<file path="src/rtl/usb_rx_link_ctrl_if.sv">
// usb_rx_link_ctrl_if: PID/CRC16 receive inputs and handshake/status outputs of the link controller
interface usb_rx_link_ctrl_if;
  logic       rx_pid_valid;
  logic [3:0] rx_pid;
  logic       rx_token_ok;
  logic       rx_sop_en;
  logic       rx_lt_eop_en;
  logic       rx_crc16_err;
  logic       ep_stall;
  logic       ep_nak;
  logic       tx_hs_ready;
  logic       rx_data_on;
  logic       tx_hs_req;
  logic [3:0] tx_hs_pid;
  logic       data_toggle;
  logic       rx_pkt_accept;
  logic       rx_timeout;
  modport slave (
    input  rx_pid_valid, rx_pid, rx_token_ok, rx_sop_en, rx_lt_eop_en, rx_crc16_err,
           ep_stall, ep_nak, tx_hs_ready,
    output rx_data_on, tx_hs_req, tx_hs_pid, data_toggle, rx_pkt_accept, rx_timeout
  );
  modport master (
    output rx_pid_valid, rx_pid, rx_token_ok, rx_sop_en, rx_lt_eop_en, rx_crc16_err,
           ep_stall, ep_nak, tx_hs_ready,
    input  rx_data_on, tx_hs_req, tx_hs_pid, data_toggle, rx_pkt_accept, rx_timeout
  );
endinterface

</file>
<file path="src/rtl/usb_rx_link_ctrl.sv">
// usb_rx_link_ctrl: sequences the USB DATA phase, tracks DATA0/1 toggle and requests the handshake PID
module usb_rx_link_ctrl #(
  parameter int TIMEOUT_CYC = 18
) (
  input logic clk,
  input logic rst_n,
  usb_rx_link_ctrl_if.slave bus
);
  typedef enum logic [1:0] {IDLE, WAIT_DATA, DATA, HS_REQ} state_e;
  localparam logic [3:0] PID_OUT   = 4'b0001;
  localparam logic [3:0] PID_SETUP = 4'b1101;
  localparam logic [3:0] HS_ACK    = 4'b0010;
  localparam logic [3:0] HS_NAK    = 4'b1010;
  localparam logic [3:0] HS_STALL  = 4'b1110;
  localparam logic [7:0] TMO_LOAD  = 8'(TIMEOUT_CYC - 1);
  state_e     state_q, state_d;
  logic [7:0] timer_q, timer_d;
  logic       pid_bit_q, pid_bit_d;
  logic       toggle_q, toggle_d;
  logic [3:0] hs_pid_q, hs_pid_d;
  logic       accept_q, accept_d;
  logic       timeout_q, timeout_d;
  logic       hs_req_q, data_on_q;
  logic       tok_setup, tok;
  assign tok_setup = bus.rx_pid_valid & bus.rx_token_ok & (bus.rx_pid == PID_SETUP);
  assign tok       = tok_setup | (bus.rx_pid_valid & bus.rx_token_ok & (bus.rx_pid == PID_OUT));
  // next-state: token decode, SOP wait with timeout, EOP handshake selection, handshake hold
  always_comb begin
    state_d   = state_q;
    timer_d   = timer_q;
    pid_bit_d = pid_bit_q;
    toggle_d  = toggle_q;
    hs_pid_d  = hs_pid_q;
    accept_d  = 1'b0;
    timeout_d = 1'b0;
    case (state_q)
      IDLE: begin
        if (tok) begin
          state_d  = WAIT_DATA;
          timer_d  = TMO_LOAD;
          toggle_d = tok_setup ? 1'b0 : toggle_q;
        end
      end
      WAIT_DATA: begin
        timer_d = (timer_q != 8'd0) ? timer_q - 8'd1 : 8'd0;
        if (tok) begin
          timer_d  = TMO_LOAD;
          toggle_d = tok_setup ? 1'b0 : toggle_q;
        end else if (bus.rx_sop_en) begin
          state_d = DATA;
        end else if (timer_q == 8'd0) begin
          state_d   = IDLE;
          timeout_d = 1'b1;
        end
      end
      DATA: begin
        if (bus.rx_pid_valid && bus.rx_pid[2:0] == 3'b011) pid_bit_d = bus.rx_pid[3];
        if (bus.rx_lt_eop_en) begin
          state_d  = bus.rx_crc16_err ? IDLE : HS_REQ;
          hs_pid_d = bus.rx_crc16_err ? hs_pid_q :
                     bus.ep_stall ? HS_STALL :
                     (pid_bit_q != toggle_q) ? HS_ACK :
                     bus.ep_nak ? HS_NAK : HS_ACK;
          accept_d = !bus.rx_crc16_err && !bus.ep_stall && (pid_bit_q == toggle_q) && !bus.ep_nak;
          toggle_d = toggle_q ^ accept_d;
        end
      end
      HS_REQ: state_d = (hs_req_q && bus.tx_hs_ready) ? IDLE : HS_REQ;
      default: state_d = IDLE;
    endcase
  end
  // state and registered outputs
  always_ff @(posedge clk or negedge rst_n) begin
    if (!rst_n) begin
      state_q   <= IDLE;
      timer_q   <= 8'd0;
      pid_bit_q <= 1'b0;
      toggle_q  <= 1'b0;
      hs_pid_q  <= 4'b0000;
      accept_q  <= 1'b0;
      timeout_q <= 1'b0;
      hs_req_q  <= 1'b0;
      data_on_q <= 1'b0;
    end else begin
      state_q   <= state_d;
      timer_q   <= timer_d;
      pid_bit_q <= pid_bit_d;
      toggle_q  <= toggle_d;
      hs_pid_q  <= hs_pid_d;
      accept_q  <= accept_d;
      timeout_q <= timeout_d;
      hs_req_q  <= (state_d == HS_REQ);
      data_on_q <= (state_d == WAIT_DATA) || (state_d == DATA);
    end
  end
  assign bus.rx_data_on    = data_on_q;
  assign bus.tx_hs_req     = hs_req_q;
  assign bus.tx_hs_pid     = hs_pid_q;
  assign bus.data_toggle   = toggle_q;
  assign bus.rx_pkt_accept = accept_q;
  assign bus.rx_timeout    = timeout_q;
endmodule

</file>
<file path="src/flat_wrapper.sv">
// flat-port wrapper written by rule: the top's interface ports become plain ports
module usb_rx_link_ctrl_flat 
#(
  parameter int TIMEOUT_CYC = 18
)
  (clk, rst_n, bus_rx_pid_valid, bus_rx_pid, bus_rx_token_ok, bus_rx_sop_en, bus_rx_lt_eop_en, bus_rx_crc16_err, bus_ep_stall, bus_ep_nak, bus_tx_hs_ready, bus_rx_data_on, bus_tx_hs_req, bus_tx_hs_pid, bus_data_toggle, bus_rx_pkt_accept, bus_rx_timeout);
  usb_rx_link_ctrl_if bus_i ();
  input logic clk;
  input logic rst_n;
  input wire logic [$bits(bus_i.rx_pid_valid)-1:0] bus_rx_pid_valid;
  input wire logic [$bits(bus_i.rx_pid)-1:0] bus_rx_pid;
  input wire logic [$bits(bus_i.rx_token_ok)-1:0] bus_rx_token_ok;
  input wire logic [$bits(bus_i.rx_sop_en)-1:0] bus_rx_sop_en;
  input wire logic [$bits(bus_i.rx_lt_eop_en)-1:0] bus_rx_lt_eop_en;
  input wire logic [$bits(bus_i.rx_crc16_err)-1:0] bus_rx_crc16_err;
  input wire logic [$bits(bus_i.ep_stall)-1:0] bus_ep_stall;
  input wire logic [$bits(bus_i.ep_nak)-1:0] bus_ep_nak;
  input wire logic [$bits(bus_i.tx_hs_ready)-1:0] bus_tx_hs_ready;
  output wire logic [$bits(bus_i.rx_data_on)-1:0] bus_rx_data_on;
  output wire logic [$bits(bus_i.tx_hs_req)-1:0] bus_tx_hs_req;
  output wire logic [$bits(bus_i.tx_hs_pid)-1:0] bus_tx_hs_pid;
  output wire logic [$bits(bus_i.data_toggle)-1:0] bus_data_toggle;
  output wire logic [$bits(bus_i.rx_pkt_accept)-1:0] bus_rx_pkt_accept;
  output wire logic [$bits(bus_i.rx_timeout)-1:0] bus_rx_timeout;
  assign bus_i.rx_pid_valid = bus_rx_pid_valid;
  assign bus_i.rx_pid = bus_rx_pid;
  assign bus_i.rx_token_ok = bus_rx_token_ok;
  assign bus_i.rx_sop_en = bus_rx_sop_en;
  assign bus_i.rx_lt_eop_en = bus_rx_lt_eop_en;
  assign bus_i.rx_crc16_err = bus_rx_crc16_err;
  assign bus_i.ep_stall = bus_ep_stall;
  assign bus_i.ep_nak = bus_ep_nak;
  assign bus_i.tx_hs_ready = bus_tx_hs_ready;
  assign bus_rx_data_on = bus_i.rx_data_on;
  assign bus_tx_hs_req = bus_i.tx_hs_req;
  assign bus_tx_hs_pid = bus_i.tx_hs_pid;
  assign bus_data_toggle = bus_i.data_toggle;
  assign bus_rx_pkt_accept = bus_i.rx_pkt_accept;
  assign bus_rx_timeout = bus_i.rx_timeout;
  usb_rx_link_ctrl #(.TIMEOUT_CYC(TIMEOUT_CYC)) u_core (.clk(clk), .rst_n(rst_n), .bus(bus_i));
endmodule
</file>
<file path="config.mk">
export PLATFORM = sky130hd
export DESIGN_NAME = usb_rx_link_ctrl_flat
export DESIGN_NICKNAME = d
export VERILOG_FILES = /design/src/rtl/usb_rx_link_ctrl_if.sv /design/src/rtl/usb_rx_link_ctrl.sv /design/src/flat_wrapper.sv
export SDC_FILE = /design/constraint.sdc
export NUM_CORES = 1
export LEC_CHECK = 0
export CAP_MARGIN = 20
export CORE_AREA = 2 2 48 50
export CTS_CLUSTER_SIZE = 14
export DETAILED_ROUTE_END_ITERATION = 16
export DIE_AREA = 0 0 50 52
export PLACE_DENSITY = 0.82
export SYNTH_ARGS = -nofsm -noshare
export SYNTH_HDL_FRONTEND = slang
export SYNTH_SLANG_ARGS = --single-unit
</file>
<file path="constraint.sdc">
create_clock -name clk -period 3.49 [get_ports clk]
set_clock_uncertainty 0.1 [all_clocks]
set_input_delay 1.047 -clock clk [delete_from_list [all_inputs] [get_ports clk]]
set_output_delay 1.047 -clock clk [all_outputs]
set_load 0.005 [all_outputs]
</file>
; Word-level counts from Yosys, hierarchy flattened
; Index checks and enable logic that the tools add are counted.
[totals]
out_inout_bits = 9
input_bits = 14
mem_bits_ro = 0
wordCells = 75
mem_bits_rw = 0
latch_bits = 0
memories = 0
reg_bits = 20
[classes]
addsub = 1
n_mux = 25
n_shift = 0
mul = 0
n_eq_ne = 15
n_lt_le_gt_ge = 0
reduce_logical = 19
n_bitwise = 6
n_div = 0
[op_table]
columns = operator, count
row1 = two-way mux 8 bit, 3
row2 = one-hot mux 8 bit (2 select lines), 1
row3 = two-way mux 2 bit, 7
row4 = two-way mux 4 bit, 3
row5 = two-way mux 1 bit, 9
row6 = == test 2 bit (second input constant), 4
row7 = zero test 8 bit, 1
row8 = one-hot mux 2 bit (4 select lines), 1
row9 = nonzero test 8 bit, 1
row10 = subtractor 8 x 1 -> 8 bit (second input constant), 1
row11 = inequality test 2 x 1 -> 1 bit (second input constant), 3
row12 = logical AND 1 bit, 5
row13 = == test 2 x 1 -> 1 bit (second input constant), 2
row14 = == test 4 x 1 -> 1 bit (second input constant), 1
row15 = == test 4 bit (second input constant), 1
row16 = AND reduction 2 bit, 2
row17 = AND reduction 4 bit, 1
row18 = nonzero test 2 bit, 2
row19 = bitwise AND 1 bit, 3
row20 = == test 3 x 2 -> 1 bit (second input constant), 1
row21 = zero test 1 bit, 3
row22 = AND reduction 3 bit, 1
row23 = zero test 2 bit, 1
row24 = inequality test 2 bit (second input constant), 1
row25 = other kinds (8), 8

; Depth between registers and ports, before layout
; Gate-level depths: netlist (run 1).
[logic_depth]
word_depth = 7
mapped_depth = 6
ltp_nobuf = 6

; Worst setup path after synthesis (run 1)
; Ideal clock, no wire load.
[synth_path]
path_type = input-to-reg
start = in bus_rx_crc16_err
end = reg u_core.data_on_q (netlist: u_core.bus.rx_data_on)
stages = 5
setup_slack_ns = 1.105
arrival_time_ns = 2.159
path_buffers = 0
setup_ns = 0.126
required_ns = 3.264
path_cell_list = and4bb_1 -> a31oi_1 -> o21ai_0 -> a22o_1 -> ha_1
[synth_between]
elab_chain_cells = 5
word_cells_on_any_way = 6
classes_between = eq/ne: 2 / mux: 3 / reduce/logical: 1
[synth_lines]
columns = item, line_no
row1 = start: declaration, flat_wrapper.sv:15  ; input wire logic [$bits(bus_i.rx_crc16_err)-1:0] bus_rx_crc16_err;
row2 = two-way mux 2 bit (*), usb_rx_link_ctrl.sv:59  ; state_d = bus.rx_crc16_err ? IDLE : HS_REQ;
row3 = two-way mux 2 bit (*), usb_rx_link_ctrl.sv:58  ; if (bus.rx_lt_eop_en) begin
row4 = one-hot mux 2 bit (4 select lines) (*), usb_rx_link_ctrl.sv:36  ; case (state_q)
row5 = == test 2 x 1 -> 1 bit / == test 2 bit (equally long branches), usb_rx_link_ctrl.sv:93  ; data_on_q <= (state_d == WAIT_DATA) || (state_d == DATA);
row6 = logical OR 1 bit (*), usb_rx_link_ctrl.sv:93
row7 = end signal: assignment, usb_rx_link_ctrl.sv:93
row8 = end: declaration, usb_rx_link_ctrl.sv:23  ; logic hs_req_q, data_on_q;
; Mark *: on every way between the ends. The rest lies on a longest branch, timed or not.
; A chain may end at the register's enable or synchronous reset.

; Final worst setup path (run 1)
; Ends and elaborated chain as after synthesis.

==> results.py, run 1 <==
metrics = {
    "setup_path": {
        "crit_required_ns": 3.58,
        "critPathCaptureType": "flip-flop",
        "r2r_start": "u_core.state_q[1]",
        "crit_start": "bus_rx_crc16_err",
        "crit_fanout": 6,
        "crit_type": "input pin to flip-flop",
        "startpoint_type": "input pin",
        "arrival_ns": 2.83,
    },
    "clock_tree": {
        "clkSinkCount": 19,
        "clk_latency_ns": 0.30,
        "cts_buffers": 3,
        "cts-root-buf": "clkbuf_4",
        "holdBufCountCts": 0,
        "clk_path_buf_depth": 2,
        "cts_tree": "yes",
        "ctsResizeCount": 0,
        "post-cts-setup-buffers": 0,
        "htreeDepth": 1,
        "clk_pin_slew_ns": 0.10,
    },
    "logic_synthesis": {
        "synthCells": 106,
        "ys_ff_latch": 19,
        "yosysSeqAreaShare_pct": 46.7,
        "yosys_warnings": 0,
        "synth-main-ff-cell": "dfrtp_1",
        "synth_compound_area_share_pct": 18.2,
        "synthMuxAreaShare_pct": 3.19,
        "synthSimpleGateAreaFrac_pct": 21.5,
        "ys_types": 39,
        "yosys-top-cells-area": "dfrtp_1, a21oi_1, ha_1",
        "synth_area_per_cell_um2": 9.61,
        "yosys.area.top_type": "dfrtp_1",
        "synth_top_area_share_pct": 46.7,
        "async_flop_share_pct": 100,
        "synth_nets": 123,
        "synth-xor-area-share_pct": 2.58,
        "synthTopCellsByCount": "dfrtp_1, nand2_1, a21oi_1",
        "synth_area_um2": 1020,
        "synth_top_family_by_area": "simple AND/OR/NAND/NOR gates",
        "yosysMostFrequentCell": "dfrtp_1",
        "synth-edff-count": 0,
        "synthAdderAreaFrac_pct": 3.69,
    },
    "floorplan": {
        "fp.dieW_um": 50,
        "die_h_um": 52,
        "die_area_um2": 2600,
        "rows": 17,
        "ios": 23,
        "start_util_pct": 48.4,
        "fp.coreArea_um2": 2110,
    },
    "status": {
        "status": "completed",
    },
    "timing": {
        "slew_violations": 0,
        "finalSetupViolCount": 0,
        "fmax_mhz": 365,
        "maxSlewHeadroom_pct": 43.4,
        "fin_ws_ns": 0.753,
        "rsz0062_at_grt": "false",
        "finalCriticalPeriod_ns": 2.74,
        "worst_pin_slew_ns": 0.846,
        "fin_setup_tns_ns": 0,
        "period_share_pct": 78.4,
        "hold_viol": 0,
    },
    "min_path": {
        "hold_start": "u_core.bus.tx_hs_pid[1]",
        "holdCritPathClass": "flip-flop to flip-flop",
    },
    "drt": {
        "top_layer_used": "met4",
        "wl_met2_um": 1090,
        "final_antenna_net_count": 0,
        "drtPass1Iterations": 4,
        "wl_per_cell_um": 14.1,
        "wl_met3_um": 79,
        "drt-met1-wl_um": 985,
        "drt_iter0_markers": 26,
        "via_count": 857,
        "remaining_drc_errors": 0,
        "routed_via_density": 5.53,
        "wirelength_um": 2190,
    },
    "global_routing": {
        "grt_pass1_vias": 832,
        "grt_pass1_wl_um": 3680,
        "grt_antenna_before_repair": 0,
        "grt_max_degree": 20,
        "grt.overflow.total": 0,
        "grt_usage_pct": 18.8,
    },
    "place": {
        "io_buffers": 21,
        "dp_slack_ns": 0.479,
        "gp_congestion": 0.912,
        "dp_hpwl_um": 1620,
    },
    "cells_and_area": {
        "drive_gt1_share_pct": 7.09,
        "final_util_pct": 60.3,
        "final_nets": 145,
        "antennaDiodeCount": 0,
        "nFillCells": 162,
        "area_growth_pct": 24.7,
    },
    "power_and_ir_drop": {
        "powerDensity_nw_per_um2": 627,
        "p_leak_nw": 0.547,
        "vdd_drop_max_mv": 0.401,
    },
    "run": {
        "max-cap-violations": 0,
    },
}
[kinds of logic after synthesis]
logic type | after synthesis
DFF | 19
other | 1
adders and majority gates | 3
xor gates and xnor gates | 3
buffers and inverters | 9
muxes | 3
and+or+nand+nor | 38
AOI/OAI and AO/OA | 30
[report_power, final]
part / switching [mW] / leakage (nW) / total [mW] / internal (mW)
logic: 0.144 / 0.290 / 0.302 / 0.158
clock network: 0.0679 / 0.0150 / 0.112 / 0.0446
registers: 0.0877 / 0.243 / 0.383 / 0.295
[state kept, by name, indices dropped and copies added (netlist names)]
name	count
u_core.timer_q	8
u_core.bus.tx_hs_pid	3
u_core.state_q	2
u_core.bus.data_toggle	1
u_core.bus.rx_data_on	1
u_core.bus.rx_pkt_accept	1
u_core.bus.rx_timeout	1
u_core.bus.tx_hs_req	1
u_core.pid_bit_q	1
[placed cells by master, fill, tap and decap left out, types with 3 or more instances in the layout]
cell / synthesis / routed
a31oi_1: 3 / 3
xnor2_1: 3 / 3
a21oi_1: 9 / 9
dfrtp_1: 19 / 19
clkdlybuf4s50_1: 0 / 21
o21ai_0: 7 / 7
ha_1: 3 / 3
clkbuf_4: 0 / 3
nor2_1: 7 / 7
nor2b_1: 3 / 3
inv_1: 5 / 5
nand2_1: 10 / 10
[worst paths after layout]
path | endpoint | slack (ns) | cells after the start
min in group asynchronous | u_core.state_q[1] | 1.12 | 1
max in group asynchronous | u_core.timer_q[0] | 1.65 | 1
min | u_core.bus.tx_hs_pid[1] | 0.38 | 1
max reg2reg | u_core.bus.rx_data_on | 1.24 | 5
max | u_core.bus.rx_data_on | 0.75 | 6
min reg2reg | u_core.bus.tx_hs_pid[1] | 0.38 | 1
[metal layers]
layer / vias up / global-route usage, %
met2: 23 / 32.9
met5: - / 0
met3: 5 / 2.01
met4: 0 / 8.33
met1: 408 / 23.4
li1: 421 / -
[critical path, cell delays in order]
cell	delay [ns]
clkdlybuf4s50_1	0.45
and4bb_1	0.26
a31oi_1	0.32
o21ai_0	0.20
a22o_1	0.27
ha_1	0.27
[layout make-up]
cell class,instances,area [um^2],area share [%]
Clock buffer,4,26.3,2.07
Inverter,5,18.8,1.48
Multi-Input combinational cell,78,504,39.7
Sequential cell,19,475,37.4
Tap cell,28,35.0,2.76
Timing Repair Buffer,21,210,16.6
[stage by stage]
| step | cell area, um^2 | power [mW] | hold slack [ns] | instances |
|---|---|---|---|---|
| 6_report | 1270 | 0.797 | 0.376 | 155 |
| 5_1_grt | 1270 | 0.859 | 0.400 | 155 |
| 4_1_cts | 1270 | 0.800 | 0.376 | 155 |
| 3_5_place_dp | 1240 | 0.688 | 0.352 | 151 |
| 3_3_place_gp | 1240 | 0.673 | 0.349 | 151 |
| 2_1_floorplan | 1020 | 0.564 | 0.342 | 106 |
Note: power is estimated with default switching activity, not from simulation.
==> inputs of run 2 (changes only) <==
--- a/config.mk
+++ b/config.mk
@@ -6,11 +6,11 @@
 export NUM_CORES = 1
 export LEC_CHECK = 0
 export CAP_MARGIN = 20
-export CORE_AREA = 2 2 48 50
+export CORE_AREA = 2 2 50 52
 export CTS_CLUSTER_SIZE = 14
 export DETAILED_ROUTE_END_ITERATION = 16
-export DIE_AREA = 0 0 50 52
-export PLACE_DENSITY = 0.82
+export DIE_AREA = 0 0 52 54
+export PLACE_DENSITY = 0.77
 export SYNTH_ARGS = -nofsm -noshare
 export SYNTH_HDL_FRONTEND = slang
 export SYNTH_SLANG_ARGS = --single-unit
==> constraint.sdc (replaced) <==
create_clock -name clk -period 2.56 [get_ports clk]
set_clock_uncertainty 0.1 [all_clocks]
set_input_delay 0.768 -clock clk [delete_from_list [all_inputs] [get_ports clk]]
set_output_delay 0.768 -clock clk [all_outputs]
set_load 0.005 [all_outputs]
==> run 2 against run 1 <==
  * Hold slack improved by 0.0043 ns
  * Clock power rose by 36%
  * Critical path depth did not move
  * Global-route usage fell by 1.4 points
  * Critical path type unchanged
  * Largest cell class unchanged
==> results.py, run 2 (synthesis gave the netlist of run 1 again) <==
metrics = {
    "drt": {
        "wl_per_cell_um": 13.0,
        "drtPass1Iterations": 5,
        "final_antenna_net_count": 0,
        "drt_iter0_markers": 21,
        "via_count": 895,
        "routed_via_density": 5.42,
        "remaining_drc_errors": 0,
        "wirelength_um": 2150,
    },
    "floorplan": {
        "die_h_um": 54,
        "fp.dieW_um": 52,
        "die_area_um2": 2810,
        "start_util_pct": 43.9,
        "ios": 23,
        "fp.coreArea_um2": 2320,
        "rows": 18,
    },
    "global_routing": {
        "grt_usage_pct": 17.4,
        "grt_max_degree": 20,
        "grt.overflow.total": 0,
        "grt_pass1_vias": 861,
        "grt_antenna_before_repair": 0,
        "grt_pass1_wl_um": 3630,
    },
    "clock_tree": {
        "clkSinkCount": 19,
        "htreeDepth": 1,
        "clk_path_buf_depth": 2,
        "cts-root-buf": "clkbuf_4",
        "clk_pin_slew_ns": 0.11,
        "holdBufCountCts": 0,
        "cts_tree": "yes",
        "post-cts-setup-buffers": 0,
        "cts_buffers": 3,
        "ctsResizeCount": 0,
        "clk_latency_ns": 0.29,
    },
    "setup_path": {
        "crit_fanout": 5,
        "crit_required_ns": 2.64,
        "slowest_stage": "clkdlybuf4s50_1",
        "crit_type": "input pin to flip-flop",
        "startpoint_type": "input pin",
        "critPathCaptureType": "flip-flop",
        "reg2reg_to": "u_core.bus.rx_data_on",
        "arrival_ns": 2.34,
        "r2r_start": "u_core.state_q[0]",
        "max_stage_delay_ns": 0.45,
        "rr_worst_depth": 5,
        "crit_start": "bus_rx_pid[3]",
        "cp_cell_sequence": "clkdlybuf4s50_1 -> xnor2_1 -> and2_4 -> o21ai_0 -> a22o_1 -> ha_1",
        "r2r_slack_ns": 0.55,
        "setup.worst_path.end": "u_core.bus.rx_data_on",
    },
    "cells_and_area": {
        "antennaDiodeCount": 0,
        "layout_commonest_cell": "clkdlybuf4s50_1",
        "multi_input_area_um2": 504,
        "largest_register_ffs": 8,
        "drive_gt1_share_pct": 12.6,
        "fin_area_um2": 1330,
        "final_nets": 153,
        "area_growth_pct": 30.8,
        "nFillCells": 207,
        "regArea_um2": 475,
        "final_util_pct": 57.4,
        "final_cell_mix": "clkdlybuf4s50_1, dfrtp_1, nand2_1, a21oi_1, buf_4",
        "largest_register": "u_core.timer_q",
    },
    "run": {
        "max-cap-violations": 0,
    },
    "min_path": {
        "holdCritPathClass": "flip-flop to flip-flop",
    },
    "place": {
        "place_area_um2": 1310,
        "dp_hpwl_um": 1650,
        "io_buffers": 21,
        "dp_slack_ns": -0.0113,
        "gp_congestion": 0.873,
    },
    "status": {
        "status": "completed",
    },
    "timing": {
        "fmax_mhz": 443,
        "period_share_pct": 88.2,
        "finalSetupViolCount": 0,
        "fin_ws_ns": 0.302,
        "hold_viol": 0,
        "hold_slack_ns": 0.380,
        "fin_setup_tns_ns": 0,
        "rsz0062_at_grt": "false",
        "finalCriticalPeriod_ns": 2.26,
        "slew_violations": 0,
    },
    "power_and_ir_drop": {
        "powerDensity_nw_per_um2": 823,
        "vdd_drop_max_mv": 0.466,
        "p_leak_nw": 0.586,
    },
}
-- run 2: changes by cell type in the layout (fill, tap and decap cells not counted), sizes merged --
cell | previous run | this run
buf | 0 | 8
-- run 2: final cells by class --
cell class                 instances  area share (%)
inverter                           5            1.41
tap                               30            2.82
timing repair buffer              29            20.3
sequential                        19            35.7
clock buffer                       4            1.97
multi-input combinational         78            37.8
-- run 2: metal layers --
metal | up-vias | global-route usage (%) | share of wire [%]
li1 | 442 | - | -
met1 | 423 | 20.9 | 43
met2 | 28 | 31.4 | 50
met3 | 2 | 1.67 | 4.9
met4 | 0 | 7.89 | 1.3
met5 | - | 0 | 0
-- run 2: worst max-delay path, delay by kind of cell --
family / cells / cell delay (ns)
compound gates: 2 / 0.35
xor+xnor: 1 / 0.29
buf+inv: 1 / 0.45
simple gates: 1 / 0.23
fa+ha+maj: 1 / 0.26
-- run 2: worst min-delay path by stage --
stage,cells past startpoint,start,endpoint
finish,1,u_core.timer_q[7],u_core.timer_q[7]
global route,1,u_core.timer_q[7],u_core.timer_q[7]
CTS,1,u_core.timer_q[7],u_core.timer_q[7]
detailed placement,1,u_core.timer_q[7],u_core.timer_q[7]
global placement,1,u_core.bus.tx_hs_pid[1],u_core.bus.tx_hs_pid[1]
floorplan,1,u_core.timer_q[7],u_core.timer_q[7]
-- run 2: through the flow --
step	total power [mW]	cells
after floorplan	0.769	106
after global placement	0.931	161
after detailed placement	0.953	161
after CTS	1.11	165
after global routing	1.18	165
final	1.10	165
-- run 2: power by group --
group          leakage, nW  internal (mW)  switching, mW
Combinational        0.328          0.228          0.217
Sequential           0.243          0.403         0.0962
Clock               0.0150         0.0606         0.0918
==> inputs of run 3 (changes only) <==
--- a/config.mk
+++ b/config.mk
@@ -11,6 +11,7 @@
 export DETAILED_ROUTE_END_ITERATION = 16
 export DIE_AREA = 0 0 52 54
 export PLACE_DENSITY = 0.77
+export REMOVE_ABC_BUFFERS = 1
 export SYNTH_ARGS = -nofsm -noshare
 export SYNTH_HDL_FRONTEND = slang
 export SYNTH_SLANG_ARGS = --single-unit
==> run 3 against run 2 <==
  * Sequential share of layout area did not move
  * Hold slack worse by 0.0019 ns
  * Global-route usage increased by 0.61 points
  * Utilization did not move
  * Total power is 1.8% higher
  * First-iteration DRC count shrank 4.8%
  * Die area did not move
  * Non-clock buffer count unchanged
  * Critical path depth unchanged
  * Critical endpoint unchanged
  * Largest power group unchanged
  * Highest routed layer unchanged
==> results.py, run 3 (synthesis gave the netlist of run 1 again) <==
metrics = {
    "place": {
        "gp_congestion": 0.917,
        "dp_hpwl_um": 1800,
        "io_buffers": 21,
        "place_area_um2": 1310,
        "dp_slack_ns": -0.0354,
        "dp_cells": 161,
    },
    "clock_tree": {
        "cts_tree": "yes",
        "holdBufCountCts": 0,
        "clk_path_buf_depth": 2,
        "ctsResizeCount": 0,
        "htreeDepth": 1,
        "clk_latency_ns": 0.30,
        "cts-root-buf": "clkbuf_4",
        "cts_buffers": 3,
        "clkSinkCount": 19,
        "post-cts-setup-buffers": 0,
        "clk_pin_slew_ns": 0.11,
    },
    "global_routing": {
        "grt_usage_pct": 18.0,
        "grt_pass1_vias": 877,
        "grt_max_degree": 20,
        "grt_pass1_wl_um": 3760,
        "grt_antenna_before_repair": 0,
        "grt.overflow.total": 0,
    },
    "cells_and_area": {
        "multi_input_area_um2": 504,
        "largest_register_ffs": 8,
        "drive_gt1_share_pct": 12.6,
        "fin_cells": 165,
        "regArea_um2": 475,
        "final_nets": 153,
        "antennaDiodeCount": 0,
        "layout_commonest_cell": "clkdlybuf4s50_1",
        "final_cell_mix": "clkdlybuf4s50_1, dfrtp_1, nand2_1, a21oi_1, buf_4",
        "nFillCells": 211,
        "largest_register": "u_core.timer_q",
        "area_growth_pct": 30.8,
        "final_util_pct": 57.4,
        "fin_area_um2": 1330,
    },
    "setup_path": {
        "crit_fanout": 5,
        "r2r_slack_ns": 0.53,
        "arrival_ns": 2.37,
        "cp_cell_sequence": "clkdlybuf4s50_1 -> xnor2_1 -> and2_4 -> o21ai_0 -> a22o_1 -> ha_1",
        "critPathBufInv": 1,
        "cp_top_family": "buffers and inverters",
        "startpoint_type": "input pin",
        "crit_type": "input pin to flip-flop",
        "slowest_stage": "clkdlybuf4s50_1",
        "max_stage_delay_ns": 0.46,
        "critPathCaptureType": "flip-flop",
        "crit_required_ns": 2.66,
    },
    "power_and_ir_drop": {
        "powerDensity_nw_per_um2": 837,
        "p_leak_nw": 0.586,
        "power_mw": 1.12,
        "seq_power_share_pct": 45.3,
        "internal_power_mw": 0.693,
        "p_comb_share_pct": 40.6,
        "swShare_pct": 37.9,
        "p_clk_share_pct": 14.1,
        "switchingPower_mw": 0.423,
        "vdd_drop_max_mv": 0.502,
    },
    "drt": {
        "drtPass1Iterations": 4,
        "via_count": 903,
        "final_antenna_net_count": 0,
        "remaining_drc_errors": 0,
        "drt_iter0_markers": 20,
        "wirelength_um": 2350,
        "wl_per_cell_um": 14.2,
        "routed_via_density": 5.47,
    },
    "timing": {
        "slew_violations": 0,
        "rsz0062_at_grt": "false",
        "hold_slack_ns": 0.379,
        "fin_setup_tns_ns": 0,
        "fin_ws_ns": 0.290,
        "finalSetupViolCount": 0,
        "period_share_pct": 88.7,
        "hold_viol": 0,
        "fmax_mhz": 441,
        "finalCriticalPeriod_ns": 2.27,
    },
    "floorplan": {
        "die_area_um2": 2810,
        "rows": 18,
        "start_util_pct": 43.9,
        "fp.dieW_um": 52,
        "die_h_um": 54,
        "fp.coreArea_um2": 2320,
        "ios": 23,
    },
    "run": {
        "max-cap-violations": 0,
    },
    "min_path": {
        "holdCritPathClass": "flip-flop to flip-flop",
    },
    "status": {
        "status": "completed",
    },
}
[run 3: cell counts in the layout (fill, tap and decap cells not counted)]
No cell type changed its count.
[run 3: metal layers]
metal  global-route usage (%)  share of wire (%)
met5                        0                  0
met4                     6.14                1.3
met3                     2.50                4.9
met2                     31.2                 51
met1                     23.0                 42
[run 3: worst register-to-register path: cells and delay by family (launching register included)]
family                   cells  cell delay, ns
AO/OA/AOI/OAI                3            0.66
flip-flops                   1            0.65
AND/OR/NAND/NOR              1            0.26
adder cells (fa/ha/maj)      1            0.26
[run 3: final timing paths]
kind | from | end | cells after the start
min reg2reg | u_core.bus.tx_hs_pid[1] | u_core.bus.tx_hs_pid[1] | 1
max | bus_rx_pid[3] | u_core.bus.rx_data_on | 6
min in group asynchronous | rst_n | u_core.timer_q[7] | 2
max in group asynchronous | rst_n | u_core.bus.tx_hs_pid[1] | 2
max reg2reg | u_core.state_q[0] | u_core.bus.rx_data_on | 5
min | u_core.bus.tx_hs_pid[1] | u_core.bus.tx_hs_pid[1] | 1
[run 3: power by group through the flow]
stage	sequential (mW)	clock, mW	combinational (mW)
after CTS	0.505	0.158	0.452
after floorplan	0.501	0	0.258
after global routing	0.523	0.170	0.504
final	0.506	0.157	0.453
after global placement	0.504	0	0.432
after detailed placement	0.511	0	0.450
[run 3: area by class of cell]
type,count,share of cell area (%)
Inverter,5,1.41
Clock buffer,4,1.97
Multi-Input combinational cell,78,37.8
Timing Repair Buffer,29,20.3
Sequential cell,19,35.7
Tap cell,30,2.82
